$ cat src/rtl/pcileech_pcie_int_arb.sv
// Round-robin arbiter sharing the PCIe core interrupt port between per-function requesters.
// Optional MSI path compiled in with `define PCIE_INT_ARB_MSI_EN; default build is legacy INTx only.
module pcileech_pcie_int_arb #(
    parameter int NUM_FUNCTIONS  = 2,
    parameter int HOLDOFF_CYCLES = 16,
    parameter int TIMEOUT_CYCLES = 1024
) (
    input  logic                     clk_pcie,
    input  logic                     rst,
    input  logic                     int_enable,
    input  logic [NUM_FUNCTIONS-1:0] func_int_en,
    input  logic [NUM_FUNCTIONS-1:0] int_req,
    output logic [NUM_FUNCTIONS-1:0] int_ack,
    output logic                     cfg_interrupt,
    output logic                     cfg_interrupt_assert,
    output logic [7:0]               cfg_interrupt_di,
    input  logic                     cfg_interrupt_rdy,
    input  logic                     cfg_interrupt_msienable,
    output logic                     busy,
    output logic                     timeout_err
);

    localparam int MAX_CNT = (HOLDOFF_CYCLES > TIMEOUT_CYCLES) ? HOLDOFF_CYCLES : TIMEOUT_CYCLES;
    localparam int CW      = $clog2(MAX_CNT) + 1;
    localparam logic [CW-1:0] HOLD_LAST = CW'(HOLDOFF_CYCLES - 1);
    localparam logic [CW-1:0] TMO_LAST  = CW'(TIMEOUT_CYCLES - 1);
    localparam logic [2:0]    PTR_RST   = 3'(NUM_FUNCTIONS - 1);

    typedef enum logic [2:0] {
        ST_IDLE,
        ST_ASSERT,
        ST_HOLD,
        ST_DEASSERT,
        ST_GAP
`ifdef PCIE_INT_ARB_MSI_EN
        , ST_SEND
`endif
    } state_t;

    state_t                     state;
    logic [2:0]                 ptr;
    logic [2:0]                 cur_idx;
    logic [CW-1:0]              cnt;
    logic [NUM_FUNCTIONS-1:0]   pending;
    logic [NUM_FUNCTIONS-1:0]   eligible;
    logic [2*NUM_FUNCTIONS-1:0] elig2;
    logic [NUM_FUNCTIONS-1:0]   elig_rot;
    logic [4:0]                 rr_sum;
    logic                       grant_valid;
    logic [2:0]                 grant_idx;
    logic                       ack_fire;
    logic [NUM_FUNCTIONS-1:0]   ack_mask;

`ifndef PCIE_INT_ARB_MSI_EN
    logic unused_msienable;
    assign unused_msienable = cfg_interrupt_msienable;
`endif

    assign eligible = pending & func_int_en & {NUM_FUNCTIONS{int_enable}};
    assign busy     = (state != ST_IDLE);

    // Rotate the eligible vector so bit 0 is the function just after the last grant.
    always_comb begin
        grant_valid = 1'b0;
        grant_idx   = ptr;
        rr_sum      = '0;
        elig2       = {eligible, eligible};
        elig_rot    = NUM_FUNCTIONS'(elig2 >> (4'(ptr) + 4'd1));
        for (int i = 0; i < NUM_FUNCTIONS; i++) begin
            if (!grant_valid && elig_rot[i]) begin
                grant_valid = 1'b1;
                rr_sum      = 5'(ptr) + 5'd1 + 5'(i);
                if (rr_sum >= 5'(NUM_FUNCTIONS)) rr_sum = rr_sum - 5'(NUM_FUNCTIONS);
                grant_idx   = 3'(rr_sum);
            end
        end
    end

`ifdef PCIE_INT_ARB_MSI_EN
    assign ack_fire = cfg_interrupt && cfg_interrupt_rdy && (state == ST_ASSERT || state == ST_SEND);
`else
    assign ack_fire = cfg_interrupt && cfg_interrupt_rdy && (state == ST_ASSERT);
`endif
    assign ack_mask = ack_fire ? (NUM_FUNCTIONS'(1) << cur_idx) : '0;

    // A new request in the same cycle as its ack wins, giving one more delivery.
    always_ff @(posedge clk_pcie or posedge rst) begin
        if (rst) pending <= '0;
        else     pending <= (pending & ~ack_mask) | int_req;
    end

    always_ff @(posedge clk_pcie or posedge rst) begin
        if (rst) begin
            state                <= ST_IDLE;
            ptr                  <= PTR_RST;
            cur_idx              <= '0;
            cnt                  <= '0;
            int_ack              <= '0;
            cfg_interrupt        <= 1'b0;
            cfg_interrupt_assert <= 1'b0;
            cfg_interrupt_di     <= '0;
            timeout_err          <= 1'b0;
        end else begin
            int_ack     <= ack_mask;
            timeout_err <= 1'b0;
            cnt         <= (cnt == '1) ? cnt : cnt + 1'b1;
            case (state)
                ST_IDLE: begin
                    if (grant_valid) begin
                        ptr              <= grant_idx;
                        cur_idx          <= grant_idx;
                        cnt              <= '0;
                        cfg_interrupt    <= 1'b1;
                        cfg_interrupt_di <= {5'b0, grant_idx};
`ifdef PCIE_INT_ARB_MSI_EN
                        if (cfg_interrupt_msienable) begin
                            state                <= ST_SEND;
                            cfg_interrupt_assert <= 1'b0;
                        end else
`endif
                        begin
                            state                <= ST_ASSERT;
                            cfg_interrupt_assert <= 1'b1;
                        end
                    end
                end
                ST_ASSERT: begin
                    if (cfg_interrupt_rdy) begin
                        cfg_interrupt <= 1'b0;
                        state         <= ST_HOLD;
                        cnt           <= '0;
                    end else if (cnt == TMO_LAST) begin
                        cfg_interrupt <= 1'b0;
                        timeout_err   <= 1'b1;
                        state         <= ST_GAP;
                        cnt           <= '0;
                    end
                end
                ST_HOLD: begin
                    if (cnt == HOLD_LAST) begin
                        cfg_interrupt        <= 1'b1;
                        cfg_interrupt_assert <= 1'b0;
                        state                <= ST_DEASSERT;
                        cnt                  <= '0;
                    end
                end
                ST_DEASSERT: begin
                    if (cfg_interrupt_rdy) begin
                        cfg_interrupt <= 1'b0;
                        state         <= ST_GAP;
                        cnt           <= '0;
                    end else if (cnt == TMO_LAST) begin
                        cfg_interrupt <= 1'b0;
                        timeout_err   <= 1'b1;
                        state         <= ST_GAP;
                        cnt           <= '0;
                    end
                end
`ifdef PCIE_INT_ARB_MSI_EN
                ST_SEND: begin
                    if (cfg_interrupt_rdy || cnt == TMO_LAST) begin
                        cfg_interrupt <= 1'b0;
                        timeout_err   <= !cfg_interrupt_rdy;
                        state         <= ST_GAP;
                        cnt           <= '0;
                    end
                end
`endif
                ST_GAP: begin
                    if (cnt == HOLD_LAST) begin
                        state <= ST_IDLE;
                        cnt   <= '0;
                    end
                end
                default: begin
                    state <= ST_IDLE;
                    cnt   <= '0;
                end
            endcase
        end
    end

endmodule

$ cat config.mk
export PLATFORM = sky130hd
export DESIGN_NAME = pcileech_pcie_int_arb
export DESIGN_NICKNAME = d
export VERILOG_FILES = /design/src/rtl/pcileech_pcie_int_arb.sv
export SDC_FILE = /design/constraint.sdc
export NUM_CORES = 1
export LEC_CHECK = 0
export CELL_PAD_IN_SITES_DETAIL_PLACEMENT = 0
export CELL_PAD_IN_SITES_GLOBAL_PLACEMENT = 2
export CORE_MARGIN = 2
export CORE_UTILIZATION = 34
export CTS_BUF_LIST = sky130_fd_sc_hd__clkbuf_8
export CTS_CLUSTER_SIZE = 25
export DETAILED_ROUTE_END_ITERATION = 8
export GPL_TIMING_DRIVEN = 0
export PLACE_DENSITY = 0.93
export RECOVER_POWER = 25
export SETUP_SLACK_MARGIN = 0.05
export SLEW_MARGIN = 30
export SYNTH_ARGS = -nofsm -noshare
export SYNTH_HDL_FRONTEND = slang
export SYNTH_SLANG_ARGS = --single-unit
$ cat constraint.sdc
create_clock -name clk_pcie -period 2.45 [get_ports clk_pcie]
set_clock_uncertainty 0.15 [all_clocks]
set_input_delay 0.3675 -clock clk_pcie [delete_from_list [all_inputs] [get_ports clk_pcie]]
set_output_delay 0.3675 -clock clk_pcie [all_outputs]
set_load 0.02 [all_outputs]
# Word level (Yosys, flattened, before mapping)
# Cells that the tools add are included.
[totals]
register_bits = 27
latch_bits = 0
mem_bits_rw = 0
mem_bits_ro = 0
memories = 0
[op_classes]
addsub = 6
mul = 0
div_mod_pow = 0
order_cmp = 2
eq_ne = 11
shift = 2
n_mux = 30
bitwise = 5
n_reduce_logical = 14
[ops]
columns = ["cell", "count"]
rows = [
  ["$mux 11", 5],
  ["$pmux 11 s3", 1],
  ["$mux 3", 10],
  ["$pmux 3 s5", 1],
  ["$add 11x1->11 const B", 1],
  ["$eq 11x10->1 const B", 1],
  ["$eq 11x11->1 const B", 1],
  ["$eq 11x4->1 const B", 1],
  ["$mux 1", 10],
  ["$add 3x1->4 const B", 2],
  ["$and 2x2->2", 3],
  ["$eq 3x2->1 const B", 2],
  ["$ne 2x2->1 const B", 3],
  ["$reduce_and 3->1", 2],
  ["$reduce_bool 3->1", 2],
  ["$sub 3x2->3 const B", 2],
  ["$add 4x1->5 const B", 1],
  ["$ge 5x2->1 const B", 1],
  ["$ge 4x2->1 const B", 1],
  ["$reduce_and 4->1", 1],
  ["$reduce_or 2->1", 2],
  ["$shr 4x4->2", 1],
  ["$eq 3x1->1 const B", 1],
  ["$eq 3x3->1 const B", 1],
  ["other kinds (12)", 14],
]

# Depth between registers and ports, before layout
# Gate-level depths: netlist of the first run.
[depth]
ltp_word = 9
mapped_depth = 8
ltp_nobuf = 7

# Least setup slack after synthesis of the first run
# OpenSTA, ideal clock, no wires.
[synth_path]
path_kind = "reg-to-reg"
start = "register ptr[0]"
end = "register ptr[2]"
setup_time_ns = 0.118
arrival_time_ns = 1.911
t_required_ns = 2.182
path_slack_ns = 0.270
path_stages_with_launch = 8
n_path_buf = 1
cell_sequence = "dfstp_2 > buf_1 > inv_1 > ha_1 > xor2_1 > nand2_1 > xnor2_1 > a21o_1"
[synth_between]
elab_chain_cells = 7
elab_cells_between_ends = 17
cone_classes = "5 x add/sub; 2 x order compare; 1 x shift; 6 x mux; 3 x reduce/logical"
[synth_lines]
columns = ["element", "line_no", "source"]
rows = [
  ["start, declared", "41", "logic [2:0] ptr;"],
  ["start signal, assigned", "110", "ptr <= grant_idx;"],
  ["parallel branches: the longest is 7 deep, another holds $add 4x1->5", "n/a", ""],
]
# Several ways; the timed one is not identified.
# A chain may end at the register's enable or synchronous reset.

# Final worst setup path of the first run
[layout_path]
start = "register state[2]"
end = "output busy"
[layout_between]
elab_chain_cells = 1
[layout_lines]
columns = ["element", "line_no", "source"]
rows = [
  ["start, declared", "40", "state_t state;"],
  ["start signal, assigned", "94", "state <= ST_IDLE;"],
  ["start signal, assigned", "122", "state <= ST_ASSERT;"],
  ["start signal, assigned", "130", "state <= ST_HOLD;"],
  ["$reduce_bool 3->1", "60", "assign busy = (state != ST_IDLE);"],
  ["end, declared", "19", "output logic busy,"],
]
# Every way passes these cells.

==> summary.txt, run 1 <==
STA
  – Final max-slew violation count: 0
  – Shortest clock period the worst path allows after layout: between 2 and 2.5 ns
  – Total of endpoints with negative setup slack in the final report: 0
  – Worst Max-Slew Pin Slew: around 0.97 ns
  – Max-slew headroom at the worst pin: ~35%
  – Share of the cycle needed by the critical path after routing: 93.2%
  – Achievable clock frequency: 438 MHz
  – RSZ-0062 raised after global routing: no
  – Final number of hold-violating endpoints: 0

Synth
  – Number of synthesized flops with an enable pin: 0
  – Number of library cell types mapped by synthesis: 48
  – Syn_area_per_cell: 9.03 um2
  – Commonest register cell after synthesis: sky130_fd_sc_hd__dfrtp_1
  – Async SR Flop Fraction: 100%
  – Post-Synthesis Cells: around 180
  – Number of warnings reported in the yosys synthesis log: 0
  – Sequential cell area fraction in the yosys report: approximately two fifths
  – Count of state elements after synthesis: 25
  – Cell Area, Synth: between 0.0015 and 0.002 mm2

Routing
  – 1st-iter DRT viols: 58
  – Vias per inst: between 5 and 6
  – Routed wire length: 3310 um
  – Residual DRC count: 0
  – First-pass iteration count of the detailed router: 4
  – Routed length per placed instance: 12.7 um
  – Vias after detailed routing: about 1300
  – Post-route ant nets: 0

Placed design
  – Weighted congestion reported at the end of routability-driven placement: 0.794
  – Placed Cells: between 200 and 300
  – Placement Cell Area: between 0.0015 and 0.002 mm2
  – Total half-perimeter wirelength after legalization and detailed placement: 2420 um
  – Number of port buffers: 16

Final layout
  – Net count of the finished layout: around 220
  – Fin util: a little over two fifths
  – Storage element area: 627 um2
  – Filler Cells Inserted: 500
  – Final Non-Filler Cells: between 200 and 300
  – Share of final-layout standard cells stronger than drive strength 1: 12.6%
  – Final cell area excluding filler cells: ~0.0020 mm2
  – Number of diodes added for antenna fixing: 0
  – Area of the multi-input gates: slightly above 900 um2
  – Area overhead of the layout relative to synthesis: 20.1%

Hold path
  – Worst Hold Path Cells: 1
  – Path type of the worst min-delay path: flop to flop
  – Worst hold path startpoint: cfg_interrupt_di[0]$_DFFE_PP0P_
  – End point of the most critical hold path: int_ack[0]$_DFF_PP0_

Worst setup path
  – Worst setup path startpoint: state[2]$_DFFE_PP0P_
  – Worst reg2reg path endpoint: cnt[5]$_DFF_PP0_
  – Arrival time at the worst endpoint: 1.77 ns
  – Depth of the most critical reg-to-reg path: 6
  – Critical path launch point type: flop
  – Required time of the worst setup path: between 1.5 and 2 ns
  – Worst reg-to-reg setup slack: between 0.2 and 0.25 ns
  – Largest fanout on the critical path: 10
  – Launching point of the worst reg2reg path: cnt[0]$_DFF_PP0_
  – CP Class: flop to primary output
  – Crit path capture type: primary output

Power and ir drop
  – Static leakage: around 0.83 nW
  – IR Drop Worst-Case VDD: 461 uV
  – Total Power Consumption: between 1 and 1.5 mW
  – Cell area power density: 670 mW/mm2

Clocking
  – Library cell used as clock root buffer: sky130_fd_sc_hd__clkbuf_8
  – Buffer levels on the longest clock path: 2
  – H-tree Lvls: 1
  – Number of clock buffers inserted by TritonCTS: 3
  – CTS sink count: 25
  – Clock-pin transition on the worst setup and hold timing paths: roughly 0.1 ns
  – Post-CTS Hold Buffers: 0
  – Clock insertion delay at the later pin of the skew report: between 0.2 and 0.3 ns
  – CTS tree: yes

Global routing
  – Pin count of the biggest net entering global routing: 26
  – Via count of the first global-routing pass: ~1300
  – GR Util All Layers: 13.4%
  – Overflow after GRT: 0
  – Global-route wire length before repair: 5640 um
  – Initial antenna violation count: 0

Floorplan
  – Io pins: 23
  – Die height: 73.3 um
  – Starting utilization of the core area: a little over a third
  – Chip Width: 73.3 um
  – Floorplan Core Area: 0.00469 mm2
  – Die ar.: between 0.005 and 0.006 mm2
  – Number of standard-cell rows in the floorplan: 25

Job
  – MaxCap Viol Count: 0

Outcome
  – Run status: complete, no violations
what timing repair did:
action,4_1_cts,5_1_grt
setup endpoints to repair,11,11
pin swaps,0,1
buffers inserted,0,1
resized for setup,2,2
cells in the final DEF (no fill, tap or decap), drive strengths merged, types with 2 or more instances in the layout:
cell type	instances
dfrtp	24
a21oi	4
xnor2	5
a211oi	3
inv	9
or3	2
conb	5
xor2	5
a21o	3
buf	10
o21ai	8
clkdlybuf4s50	15
a31oi	2
nand2	13
nand2b	5
mux2i	3
a311oi	2
ha	8
or3b	2
o22ai	3
o211ai	2
nand3	8
nor3	5
nor2	28
a22oi	2
clkbuf	6
nand4	6
cell usage after synthesis, drive strengths merged (3+ instances only):
cell	count	share of area (%)
a21o	3	1.4
nand4	6	2.3
inv	9	2.1
nor2	28	6.4
o22ai	3	1.1
mux2i	3	1.8
xor2	5	2.7
ha	8	6.1
nor3	5	2.2
nand2b	5	1.9
o21ai	8	2.5
dfrtp	24	37
a211oi	3	2.1
xnor2	5	2.7
nand3	8	2.5
a21oi	4	1.2
nand2	13	3.0
buf	10	4.1
stage by stage:
step	hold WS, ns	setup TNS, ns	setup slack [ns]
finish	0.365	0	0.166
detailed placement	0.365	-2.24	-0.231
global placement	0.361	-2.33	-0.237
floorplan	0.244	0	0.270
global route	0.408	0	0.0502
CTS	0.381	0	0.0536
critical path, cell delays in order, from the launching register on:
cell	delay [ns]
sky130_fd_sc_hd__dfrtp_1	0.38
sky130_fd_sc_hd__clkbuf_1	0.21
sky130_fd_sc_hd__or3_1	0.36
sky130_fd_sc_hd__clkdlybuf4s50_1	0.54
registers in the layout, summed over array words and instances (netlist names):
| register | flops |
|---|---|
| timeout_err | 1 |
| state | 3 |
| cfg_interrupt_assert | 1 |
| ptr | 3 |
| pending | 2 |
| int_ack | 2 |
| cnt | 11 |
| cfg_interrupt_di | 1 |
| cfg_interrupt | 1 |
cell families (layout without fill, tap and decap cells):
family | after synthesis | count (layout) | share of synthesized area [%]
flops | 25 | 25 | 38.4
other cells | 1 | 5 | 0.229
xor+xnor | 10 | 10 | 5.36
mux | 3 | 3 | 1.84
fa+ha+maj | 8 | 8 | 6.13
simple gates | 75 | 75 | 23.2
buf+inv | 21 | 42 | 6.58
compound gates | 38 | 38 | 18.3
cell type report:
type | instances | share of cell area [%]
Buffer | 12 | 3.95
Sequential cell | 25 | 31.9
Timing Repair Buffer | 17 | 9.18
Clock buffer | 3 | 2.10
Inverter | 9 | 1.72
Clock inverter | 1 | 0.382
Multi-Input combinational cell | 139 | 47.3
Tap cell | 54 | 3.44
worst max path at each step:
stage,end,slack (ns)
floorplan,ptr[2]$_DFFE_PP0P_,0.27
global placement,cnt[7]$_DFF_PP0_,-0.24
detailed placement,cnt[7]$_DFF_PP0_,-0.23
CTS,cnt[7]$_DFF_PP0_,0.05
global route,cnt[5]$_DFF_PP0_,0.05
finish,busy,0.17
report_power, final:
group	internal (mW)	total (mW)	switching, mW
logic	0.229	0.488	0.259
registers	0.486	0.568	0.0820
clock network	0.116	0.258	0.143
per-layer routing:
metal | vias to the layer above | share of wire, % | global-route usage, %
li1 | 672 | - | -
met1 | 608 | 49 | 18.5
met2 | 17 | 46 | 21.0
met3 | 9 | 2.5 | 1.78
met4 | 0 | 2.4 | 5.66
met5 | - | 0 | 0
Note: power is estimated with default switching activity, not from simulation.
==> run 2, diff against run 1 <==
--- a/config.mk
+++ b/config.mk
@@ -6,4 +6,5 @@
 export NUM_CORES = 1
 export LEC_CHECK = 0
+export CAP_MARGIN = 10
 export CELL_PAD_IN_SITES_DETAIL_PLACEMENT = 0
 export CELL_PAD_IN_SITES_GLOBAL_PLACEMENT = 2
--- a/constraint.sdc
+++ b/constraint.sdc
@@ -3,3 +3,3 @@
 set_input_delay 0.3675 -clock clk_pcie [delete_from_list [all_inputs] [get_ports clk_pcie]]
 set_output_delay 0.3675 -clock clk_pcie [all_outputs]
-set_load 0.02 [all_outputs]
+set_load 0.05 [all_outputs]
==> summary.txt, run 2 (synthesis gave the netlist of run 1 again) <==
Outcome
  – Run status: complete, no violations

Final layout
  – Number of diodes added for antenna fixing: 0
  – Commonest cells after routing, fill and taps aside: sky130_fd_sc_hd__nor2_1 (28), sky130_fd_sc_hd__dfrtp_1 (24), sky130_fd_sc_hd__clkdlybuf4s50_1 (14)
  – Area overhead of the layout relative to synthesis: 20.1%
  – Registers with the highest flip-flop counts: cnt x11, ptr x3, state x3
  – Flip-flop count of the largest register, all copies and words added: 11
  – Top register by number of flip-flops: cnt
  – Net count of the finished layout: about 220
  – Fin util: about two fifths
  – Commonest non-fill, non-tap cell in the layout: sky130_fd_sc_hd__nor2_1
  – Share of final-layout standard cells stronger than drive strength 1: between 10% and 20%

Routing
  – First-pass iteration count of the detailed router: 4
  – Routed length per placed instance: about 13 um
  – Vias after detailed routing: roughly 1300
  – Vias per inst: roughly 5
  – Routed wire length: approximately 3300 um
  – Residual DRC count: 0
  – 1st-iter DRT viols: 58
  – Post-route ant nets: 0

Floorplan
  – Die height: approximately 73 um
  – Io pins: 23
  – Die ar.: around 0.0054 mm2
  – Floorplan Core Area: between 0.004 and 0.005 mm2
  – Starting utilization of the core area: between 30% and 40%
  – Chip Width: approximately 73 um
  – Number of standard-cell rows in the floorplan: 25

Clocking
  – CTS tree: yes
  – Buffer levels on the longest clock path: 2
  – Post-CTS Hold Buffers: 0
  – CTS sink count: 25
  – H-tree Lvls: 1
  – Clock insertion delay at the later pin of the skew report: approximately 0.28 ns
  – Clock-pin transition on the worst setup and hold timing paths: ~0.1 ns
  – Library cell used as clock root buffer: sky130_fd_sc_hd__clkbuf_8
  – Number of clock buffers inserted by TritonCTS: 3

Hold path
  – Worst hold path startpoint: cfg_interrupt_di[0]$_DFFE_PP0P_
  – Path type of the worst min-delay path: flop to flop

Global routing
  – Pin count of the biggest net entering global routing: 26
  – Global-route wire length before repair: 5640 um
  – GR Util All Layers: roughly an eighth
  – Overflow after GRT: 0
  – Initial antenna violation count: 0
  – Via count of the first global-routing pass: 1268

Worst setup path
  – Crit-path max cell delay: between 0.7 and 0.8 ns
  – Critical path launch point type: flop
  – CP Class: flop to primary output
  – Worst setup path startpoint: ptr[1]$_DFFE_PP0P_
  – Worst path slowest cell: sky130_fd_sc_hd__clkdlybuf4s50_1
  – Required time of the worst setup path: between 1.5 and 2 ns
  – Launching point of the worst reg2reg path: cnt[0]$_DFF_PP0_
  – Arrival time at the worst endpoint: roughly 1.8 ns
  – Worst reg-to-reg setup slack: around 0.22 ns
  – Chain of cells forming the critical path: buf_4 > clkdlybuf4s50_1
  – Largest fanout on the critical path: 11
  – Crit path capture type: primary output

Job
  – MaxCap Viol Count: 0

STA
  – RSZ-0062 raised after global routing: no
  – Post-route worst hold slack: 0.365 ns
  – Total of endpoints with negative setup slack in the final report: 0
  – Max-slew headroom at the worst pin: 35.5%
  – Final max-slew violation count: 0
  – Shortest clock period the worst path allows after layout: 2.32 ns
  – Worst Max-Slew Pin Slew: ~0.97 ns
  – Share of the cycle needed by the critical path after routing: 94.5%
  – Final number of hold-violating endpoints: 0
  – Aggregate negative setup slack: 0 ns
  – Achievable clock frequency: 432 MHz

Placed design
  – Weighted congestion reported at the end of routability-driven placement: 0.794
  – Number of port buffers: 16
  – Total half-perimeter wirelength after legalization and detailed placement: 2420 um

Power and ir drop
  – IR Drop Worst-Case VDD: ~460 uV
  – Static leakage: 0.836 nW
  – Cell area power density: slightly below 700 mW/mm2
run 2: cell types whose count changed in the layout (fill, tap and decap cells not counted), sizes merged:
cell	change
clkdlybuf4s50	-1
dlygate4sd2	+1
run 2: worst paths after layout:
path,to,cells after the start
max in group asynchronous,timeout_err$_DFF_PP0_,2
setup / recovery,cfg_interrupt_di[1],2
hold / removal,int_ack[0]$_DFF_PP0_,1
setup reg to reg,cnt[5]$_DFF_PP0_,6
min in group asynchronous,int_ack[0]$_DFF_PP0_,2
hold reg to reg,int_ack[0]$_DFF_PP0_,1
run 2: final cells by class:
class	instances	area (um2)
fillers	499	2730
multi-input cells	139	928
flip-flops and latches	25	627
repair buffers	17	179
plain buffers	12	77.6
well taps	54	67.6
clock buffers	3	41.3
inverters	9	33.8
clock inverters	1	7.51
run 2: routing by layer:
metal | global-route usage, % | routed length [um] | vias up
met3 | 1.78 | 83 | 9
met5 | 0 | 0 | -
met4 | 5.66 | 81 | 0
met2 | 21.0 | 1530 | 17
met1 | 18.5 | 1610 | 608
li1 | - | - | 672
run 2: where the power goes:
group          switching [mW]  internal [mW]  leakage (nW)
clock                   0.143          0.116        0.0217
combinational           0.316          0.219         0.494
sequential             0.0820          0.486         0.320
total                   0.541          0.821         0.836
run 2: per-stage QoR:
| step | cell area [um2] | power (mW) | setup WS [ns] | instances |
|---|---|---|---|---|
| after floorplan | 1650 | 0.948 | 0.270 | 185 |
| after global placement | 1880 | 1.07 | -0.237 | 255 |
| after detailed placement | 1880 | 1.08 | -0.231 | 255 |
| after CTS | 1930 | 1.33 | 0.0536 | 259 |
| after global routing | 1960 | 1.46 | 0.0502 | 260 |
| final | 1960 | 1.36 | 0.134 | 260 |
run 2: timing repair:
item	CTS	global route
setup buffers	0	1
setup endpoints to repair	12	11
gates resized for setup	3	2
pin swaps	0	1
run 2: critical path, delay by kind of cell (launching register included):
| kind | cells | cell delay [ns] |
|---|---|---|
| buffers and inverters | 2 | 0.95 |
| flip-flops | 1 | 0.56 |
==> run 3, diff against run 2 <==
CELL_PAD_IN_SITES_DETAIL_PLACEMENT = 2   (was 0)
==> summary.txt, run 3 (synthesis gave the netlist of run 1 again) <==
Outcome
  – Run status: complete, no violations

Floorplan
  – Starting utilization of the core area: about a third
  – Die height: ~73 um
  – Floorplan Core Area: ~0.0047 mm2
  – Io pins: 23
  – Die ar.: roughly 0.0054 mm2
  – Number of standard-cell rows in the floorplan: 25
  – Chip Width: approximately 73 um

Power and ir drop
  – Sw frac: slightly above 40%
  – IR Drop Worst-Case VDD: approximately 420 uV
  – Power dissipated by switching net loads: roughly 0.56 mW
  – Cell area power density: between 600 and 700 mW/mm2
  – Clock network fraction of design power: between 15 and 20%
  – Sequential fraction of design power: 42.0%
  – Cell Int Power: 0.818 mW
  – Total Power Consumption: ~1.4 mW
  – Combinational share of power: between 40% and 50%
  – Static leakage: between 0.8 and 0.9 nW

Global routing
  – Pin count of the biggest net entering global routing: 26
  – Global-route wire length before repair: roughly 7300 um
  – Via count of the first global-routing pass: ~1500
  – GR Util All Layers: roughly 17%
  – Initial antenna violation count: 0
  – Overflow after GRT: 0

Final layout
  – Storage element area: roughly 630 um2
  – Top register by number of flip-flops: cnt
  – Net count of the finished layout: about 220
  – Commonest cells after routing, fill and taps aside: sky130_fd_sc_hd__nor2_1 (27), sky130_fd_sc_hd__dfrtp_1 (24), sky130_fd_sc_hd__nand2_1 (13), sky130_fd_sc_hd__clkdlybuf4s50_1 (13), sky130_fd_sc_hd__inv_1 (10)
  – Final cell area excluding filler cells: about 0.002 mm2
  – Area overhead of the layout relative to synthesis: 21.3%
  – Registers with the highest flip-flop counts: cnt x11, ptr x3, state x3
  – Number of diodes added for antenna fixing: 0
  – Flip-flop count of the largest register, all copies and words added: 11
  – Filler Cells Inserted: 534
  – Share of final-layout standard cells stronger than drive strength 1: a little over an eighth
  – Area of the multi-input gates: roughly 950 um2
  – Commonest non-fill, non-tap cell in the layout: sky130_fd_sc_hd__nor2_1
  – Final Non-Filler Cells: 260

Placed design
  – Weighted congestion reported at the end of routability-driven placement: approximately 0.79
  – Placement Cell Area: 0.00188 mm2
  – Total half-perimeter wirelength after legalization and detailed placement: about 3200 um
  – Number of port buffers: 16
  – Placed Cells: approximately 260

Routing
  – Routed length on met2: roughly 2400 um
  – Routed wire length: 4380 um
  – First-pass iteration count of the detailed router: 4
  – Vias per inst: around 5.4
  – DR WL met3: slightly above 80 um
  – Metal-1 WL: ~1900 um
  – Vias after detailed routing: roughly 1400
  – Highest metal layer with signal wires: met4
  – Residual DRC count: 0
  – 1st-iter DRT viols: 26
  – Post-route ant nets: 0
  – Routed length per placed instance: roughly 17 um

STA
  – Achievable clock frequency: 432 MHz
  – Share of the cycle needed by the critical path after routing: a little over nine tenths
  – Total of endpoints with negative setup slack in the final report: 0
  – RSZ-0062 raised after global routing: yes
  – Final max-slew violation count: 0
  – Final number of hold-violating endpoints: 0
  – Max-slew headroom at the worst pin: approximately 34%
  – Shortest clock period the worst path allows after layout: approximately 2.3 ns
  – Aggregate negative setup slack: 0 ns
  – Worst Max-Slew Pin Slew: 0.992 ns

Worst setup path
  – Launching point of the worst reg2reg path: cnt[10]$_DFF_PP0_
  – Critical path launch point type: flop
  – Worst setup path endpoint: cfg_interrupt_di[1]
  – Required time of the worst setup path: a little under 2 ns
  – Arrival time at the worst endpoint: around 1.8 ns
  – Worst reg2reg path endpoint: cnt[8]$_DFF_PP0_
  – Largest fanout on the critical path: 11
  – CP Class: flop to primary output
  – Depth of the most critical reg-to-reg path: 7
  – Crit path capture type: primary output
  – Worst reg-to-reg setup slack: 0.17 ns
  – Worst setup path startpoint: ptr[1]$_DFFE_PP0P_

Clocking
  – Library cell used as clock root buffer: sky130_fd_sc_hd__clkbuf_8
  – Clock-pin transition on the worst setup and hold timing paths: roughly 0.090 ns
  – H-tree Lvls: 1
  – Buffer levels on the longest clock path: 2
  – CTS sink count: 25
  – Clock insertion delay at the later pin of the skew report: 0.27 ns
  – Number of clock buffers inserted by TritonCTS: 3
  – CTS tree: yes

Job
  – MaxCap Viol Count: 0

Hold path
  – Path type of the worst min-delay path: flop to flop
[run 3: how the worst min path moves through the flow]
stage                                                from                   endpoint  cells past startpoint
after floorplan                                       rst  cfg_interrupt$_DFFE_PP0P_                      1
after global placement    cfg_interrupt_di[0]$_DFFE_PP0P_       int_ack[0]$_DFF_PP0_                      1
after detailed placement  cfg_interrupt_di[0]$_DFFE_PP0P_       int_ack[0]$_DFF_PP0_                      1
after CTS                 cfg_interrupt_di[0]$_DFFE_PP0P_       int_ack[0]$_DFF_PP0_                      1
after global routing      cfg_interrupt_di[0]$_DFFE_PP0P_       int_ack[0]$_DFF_PP0_                      1
final                     cfg_interrupt_di[0]$_DFFE_PP0P_       int_ack[0]$_DFF_PP0_                      1
[run 3: stage by stage]
stage / hold WS, ns / utilization [%] / worst slack, ns
6_report: 0.380 / 42.2 / 0.136
5_1_grt: 0.431 / 42.2 / 0.0395
4_1_cts: 0.390 / 41.5 / 0.0986
3_5_place_dp: 0.372 / 40.0 / -0.296
3_3_place_gp: 0.361 / 40.0 / -0.237
2_1_floorplan: 0.244 / - / 0.270
[run 3: power groups by stage]
| stage | clock, mW | combinational (mW) | sequential (mW) |
|---|---|---|---|
| 2_1_floorplan | 0 | 0.363 | 0.585 |
| 3_3_place_gp | 0 | 0.498 | 0.577 |
| 3_5_place_dp | 0 | 0.520 | 0.582 |
| 4_1_cts | 0.253 | 0.557 | 0.575 |
| 5_1_grt | 0.265 | 0.613 | 0.595 |
| 6_report | 0.243 | 0.556 | 0.579 |
[run 3: per-layer routing]
metal  track usage [%]  up-vias
met2              31.5       12
met1              21.5      718
li1                  -      675
met5                 0        -
met4              4.85        0
met3              1.65        2
[run 3: timing repair]
action                                  CTS  global route
hold buffers                              0             0
resized for setup                         3             7
setup buffers                             1             0
endpoints found under the setup margin   12            12
pin swaps                                 1             1
[run 3: area by class of cell]
class / instances / area share, %
clock buffer: 3 / 2.08
inverter: 9 / 1.70
timing repair buffer: 17 / 9.15
sequential: 25 / 31.6
multi-input combinational: 139 / 47.9
buffer: 12 / 3.91
tap: 54 / 3.41
clock inverter: 1 / 0.189
[run 3: critical path, cell delays in order, from the launching register on]
cell	delay [ns]
sky130_fd_sc_hd__dfrtp_1	0.57
sky130_fd_sc_hd__buf_4	0.17
sky130_fd_sc_hd__clkdlybuf4s50_1	0.79
